<file path="config.mk">
export PLATFORM = sky130hd
export DESIGN_NAME = serial_adder_ctrl
export DESIGN_NICKNAME = d
export VERILOG_FILES = /design/src/rtl/serial_adder_pkg.sv /design/src/rtl/bit_full_adder.sv /design/src/rtl/half_adder.sv /design/src/rtl/serial_adder_ctrl.sv
export SDC_FILE = /design/constraint.sdc
export NUM_CORES = 1
export LEC_CHECK = 0
export CAP_MARGIN = 25
export CELL_PAD_IN_SITES_DETAIL_PLACEMENT = 0
export CELL_PAD_IN_SITES_GLOBAL_PLACEMENT = 1
export CORE_ASPECT_RATIO = 0.75
export CORE_MARGIN = 4
export CORE_UTILIZATION = 30
export CTS_CLUSTER_SIZE = 8
export DETAILED_ROUTE_END_ITERATION = 8
export DONT_BUFFER_PORTS = 1
export PLACE_DENSITY = 0.54
export SLEW_MARGIN = 25
export SYNTH_ARGS = -nofsm -noshare
export SYNTH_HDL_FRONTEND = slang
export SYNTH_HIERARCHICAL = 1
export SYNTH_SLANG_ARGS = --single-unit
</file>
<file path="constraint.sdc">
create_clock -name clk -period 1.5 [get_ports clk]
set_input_delay 0.3 -clock clk [delete_from_list [all_inputs] [get_ports clk]]
set_output_delay 0.3 -clock clk [all_outputs]
set_load 0.01 [all_outputs]
</file>
<file path="src/rtl/serial_adder_pkg.sv">
// Shared definitions for the bit-serial adder controller: FSM encodings and default width.
package serial_adder_pkg;

  typedef enum logic [1:0] {
    IDLE = 2'd0,
    RUN  = 2'd1,
    DONE = 2'd2
  } state_e;

  localparam int unsigned DEFAULT_WIDTH = 8;

endpackage

</file>
<file path="src/rtl/bit_full_adder.sv">
// Single-bit full adder built from two half adders and an OR of their carries.
module bit_full_adder (
  input  logic a,
  input  logic b,
  input  logic cin,
  output logic s,
  output logic cout
);

  logic s0;
  logic c0;
  logic c1;

  half_adder u_ha0 (
    .a (a),
    .b (b),
    .s (s0),
    .c (c0)
  );

  half_adder u_ha1 (
    .a (s0),
    .b (cin),
    .s (s),
    .c (c1)
  );

  assign cout = c0 | c1;

endmodule

</file>
<file path="src/rtl/half_adder.sv">
// Single-bit half adder.
module half_adder (
  input  logic a,
  input  logic b,
  output logic s,
  output logic c
);

  assign s = a ^ b;
  assign c = a & b;

endmodule

</file>
<file path="src/rtl/serial_adder_ctrl.sv">
// Bit-serial adder controller: IDLE/RUN/DONE FSM time-sharing one full-adder cell, LSB first.
// Define SERIAL_ADDER_OVF_EN to add the registered signed-overflow output ovf.
module serial_adder_ctrl
  import serial_adder_pkg::*;
#(
  parameter int unsigned WIDTH = DEFAULT_WIDTH
) (
  input  logic             clk,
  input  logic             rst,
  input  logic             start,
  input  logic [WIDTH-1:0] a,
  input  logic [WIDTH-1:0] b,
  output logic             busy,
  output logic             done,
  output logic [WIDTH-1:0] sum,
  output logic             carry_out
`ifdef SERIAL_ADDER_OVF_EN
  ,
  output logic             ovf
`endif
);

  localparam int unsigned CW = $clog2(WIDTH) + 1;
  localparam logic [CW-1:0] LAST_BIT = CW'(WIDTH - 1);

  state_e          state_q,     state_d;
  logic [WIDTH-1:0] a_sh_q,     a_sh_d;
  logic [WIDTH-1:0] b_sh_q,     b_sh_d;
  logic [WIDTH-1:0] sum_q,      sum_d;
  logic            c_q,         c_d;
  logic [CW-1:0]   cnt_q,       cnt_d;
  logic            carry_out_q, carry_out_d;

  logic fa_s;
  logic fa_co;

  bit_full_adder u_fa (
    .a    (a_sh_q[0]),
    .b    (b_sh_q[0]),
    .cin  (c_q),
    .s    (fa_s),
    .cout (fa_co)
  );

`ifdef SERIAL_ADDER_OVF_EN
  logic ovf_q, ovf_d;
`endif

  always_comb begin
    state_d     = state_q;
    a_sh_d      = a_sh_q;
    b_sh_d      = b_sh_q;
    sum_d       = sum_q;
    c_d         = c_q;
    cnt_d       = cnt_q;
    carry_out_d = carry_out_q;
`ifdef SERIAL_ADDER_OVF_EN
    ovf_d       = ovf_q;
`endif
    unique case (state_q)
      IDLE: begin
        if (start) begin
          state_d = RUN;
          a_sh_d  = a;
          b_sh_d  = b;
          c_d     = 1'b0;
          cnt_d   = '0;
        end
      end
      RUN: begin
        a_sh_d = {1'b0, a_sh_q[WIDTH-1:1]};
        b_sh_d = {1'b0, b_sh_q[WIDTH-1:1]};
        sum_d  = {fa_s, sum_q[WIDTH-1:1]};
        c_d    = fa_co;
        cnt_d  = cnt_q + CW'(1);
        if (cnt_q == LAST_BIT) begin
          state_d     = DONE;
          carry_out_d = fa_co;
`ifdef SERIAL_ADDER_OVF_EN
          // c_q is the carry into the MSB while the MSB is being summed
          ovf_d       = c_q ^ fa_co;
`endif
        end
      end
      DONE:    state_d = IDLE;
      default: state_d = IDLE;
    endcase
  end

  always_ff @(posedge clk) begin
    if (rst) begin
      state_q     <= IDLE;
      a_sh_q      <= '0;
      b_sh_q      <= '0;
      sum_q       <= '0;
      c_q         <= 1'b0;
      cnt_q       <= '0;
      carry_out_q <= 1'b0;
`ifdef SERIAL_ADDER_OVF_EN
      ovf_q       <= 1'b0;
`endif
    end else begin
      state_q     <= state_d;
      a_sh_q      <= a_sh_d;
      b_sh_q      <= b_sh_d;
      sum_q       <= sum_d;
      c_q         <= c_d;
      cnt_q       <= cnt_d;
      carry_out_q <= carry_out_d;
`ifdef SERIAL_ADDER_OVF_EN
      ovf_q       <= ovf_d;
`endif
    end
  end

  assign busy      = (state_q == RUN);
  assign done      = (state_q == DONE);
  assign sum       = sum_q;
  assign carry_out = carry_out_q;
`ifdef SERIAL_ADDER_OVF_EN
  assign ovf       = ovf_q;
`endif

endmodule

</file>
==> summary.md <==
| Metric | Value |
|---|---|
| Status | complete, no violations |
| Final HPWL DP | 2275 um |
| GRT overflow | 0 |
| Vias in the first global route | 1158 |
| Initial detailed-routing violation count | 49 |
| Net Switching | 0.4407 mW |
| Area Overhead vs Synth | 14.39% |
| Root buffer cell | clkbuf_8 |
| Max transition margin | 74.94% |
| Switch share | 23.98% |
| Via count | 1141 |
| Final Non-Filler Cells | 222 |
| Most common cell after layout, fill and taps aside | nor2_1 |
| Critical Path RT | 1.72 ns |
| Clock insertion delay at the later pin of the skew report | 0.28 ns |
| Reg power frac | 50.7% |
| Top post-synthesis cells by area | dfxtp_1, nor2_1, a211oi_2 |
| GRT Util Overall | 12.56% |
| Slew @ Worst Pin | 0.3757 ns |
| Post-synth top area cell | dfxtp_1 |
| Final Cell Area | 1632 sq um |
| P per Cell Area | 1126 nW/um^2 |
| FMAX | 714.9 MHz |
| Post-synthesis instance area | 1426 sq um |
| Min Tclk post-route | 1.399 ns |
| Pin count of the biggest net entering global routing | 33 |
| Yosys warns | 6 |
| DRT Pass-1 Iters | 4 |
| Row count | 21 |
| Placer Congestion | 0.7388 |
| Yosys cell types | 29 |
| Most frequent cells in the layout | nor2_1, dfxtp_1, nand2_1, o2bb2ai_1, a211oi_2 |
| WP data arrival | 1.62 ns |
| Comb pwr share | 10.7% |
| Final slew viol count | 0 |
| Die W | 87.62 um |
| ANT cells | 0 |
| Worst-path clk slew | 0.06 ns |
| Layout cells sized above 1 | 21.82% |
| Critical path type | reg -> reg |
| Post-route ant nets | 0 |
| Die area | 5933 sq um |
| DP Cell Count | 215 |
| Placed Area | 1494 sq um |
| Syn_nets | 183 |
| Internal power | 1.397 mW |
| TritonCTS Buffers | 5 |
| Initial antenna violation count | 0 |
| WL final | 3411 um |
| Leakage power | 0.5720 nW |
| Chip Height | 67.72 um |
| Layout net count | 187 |
| Fin. Hold Viols | 0 |
| I/O pin count | 30 |
| First-pass GRT wire length | 5520 um |
| Setup Skew | 0.002885 ns |
| CP startpoint kind | register |
| Starting Density | 31.56% |
| Routed len/inst | 15.36 um |
| Period utilization | 93.26% |
| Max FO, Critical Path | 2 |
| H-tree Lvls | 2 |
| Vias per Instance | 5.140 |
| Total power | 1.837 mW |
| VDD IR-drop max | 0.3618 mV |
| Sequential share of the synthesized area | 44.91% |
| Area share of the largest cell type after synthesis | 44.91% |
| Final setup vio count | 0 |
| #FFs+latches synth | 32 |
| CTS tree | built |
| Clock power share | 38.6% |
| # Post-CTS Setup Buffers | 0 |
| Fin Setup TNS | 0 ns |
| Worst hold path type | in -> reg |
| Core Area | 4519 sq um |
| CTS sink cnt | 32 |
| RSZ-0062 raised after global routing | no |
| Number of I/O port buffers | 0 |
| Post-Syn Area per Cell | 8.859 sq um |
| Mapped Cells | 161 |
| Max-cap violations | 0 |
| # DRC | 0 |
| Worst setup EP type | register |
| CTS Buffer Depth | 2 |
[per-layer routing]
layer | routed length, um | track usage (%) | part of all wire (%) | up-vias
met5 | 0 | 0 | 0 | -
met4 | 14 | 4.789 | 0.41 | 0
met3 | 192 | 6.341 | 5.6 | 2
met2 | 1494 | 17.67 | 44 | 20
met1 | 1709 | 16.30 | 50 | 543
li1 | - | - | - | 576
[synthesized netlist by cell type (all sizes together)]
master,number
o21ba,1
nand3,2
nor3b,1
o22ai,2
o21a,1
a31oi,2
inv,4
a211oi,15
or2,1
or3,2
o2bb2ai,12
nand2,18
nand3b,3
clkbuf,2
o21ai,1
a22oi,4
nor2,33
nand2b,2
nor3,1
buf,9
a21oi,9
o21bai,1
ha,3
dfxtp,32
[repair_timing]
item | in CTS | in global routing
endpoints found under the hold margin | 0 | 0
pin swaps | 0 | 3
hold buffers | 0 | 0
endpoints found under the setup margin | 1 | 2
gates resized for setup | 1 | 9
cloned | 0 | 0
[path summary, 6_finish.rpt]
path,from,endpoint,slack (ns),cells past startpoint
worst max-delay path,b_sh_q[0],carry_out,0.10,6
worst max register to register,b_sh_q[0],carry_out,0.10,6
worst min-delay path,rst,sum[0],0.08,1
worst min register to register,cnt_q[3],cnt_q[3],0.48,2
[metrics by stage]
step | setup WS, ns | util [%] | hold WS, ns
floorplan | 0.1628 | - | 0.3793
CTS | 0.02418 | 35.24 | 0.06192
finish | 0.1011 | 36.10 | 0.08384
detailed placement | 0.09118 | 33.06 | 0.3705
global route | 0.01880 | 36.10 | 0.05645
global placement | 0.1330 | 33.06 | 0.3694
[state kept, by name (all words and copies together) (netlist names)]
signal and count:
a_sh_q 8, b_sh_q 8, c_q 1, carry_out 1, cnt_q 4, state_q 2
sum 8
[cell type report]
type / count / area, sq um
Tap cell: 57 / 71.32
Inverter: 4 / 15.01
Sequential cell: 32 / 645.6
Fill cell: 487 / 2888
Clock buffer: 7 / 96.34
Timing Repair Buffer: 8 / 60.06
Multi-Input combinational cell: 114 / 743.2
[critical path, cell delays in order, from the launching register on]
cell and delay (ns):
dfxtp_2 0.34, ha_4 0.27, ha_4 0.11, or2_1 0.10, inv_1 0.03, or3_1 0.35
a21oi_2 0.13
[power groups by stage]
stage	sequential [mW]	clock, mW	combinational (mW)
2_1_floorplan	0.936	0	0.170
5_1_grt	0.937	0.781	0.224
3_5_place_dp	0.945	0	0.188
3_3_place_gp	0.943	0	0.183
4_1_cts	0.926	0.747	0.189
6_report	0.931	0.710	0.197
[cells by family after synthesis]
group,after synthesis,synth area share (%)
fa+ha+maj,3,2.632
buf+inv,15,5.526
flops,32,44.91
simple gates,63,19.12
compound gates,48,27.81
Note: power is estimated with default switching activity, not from simulation.
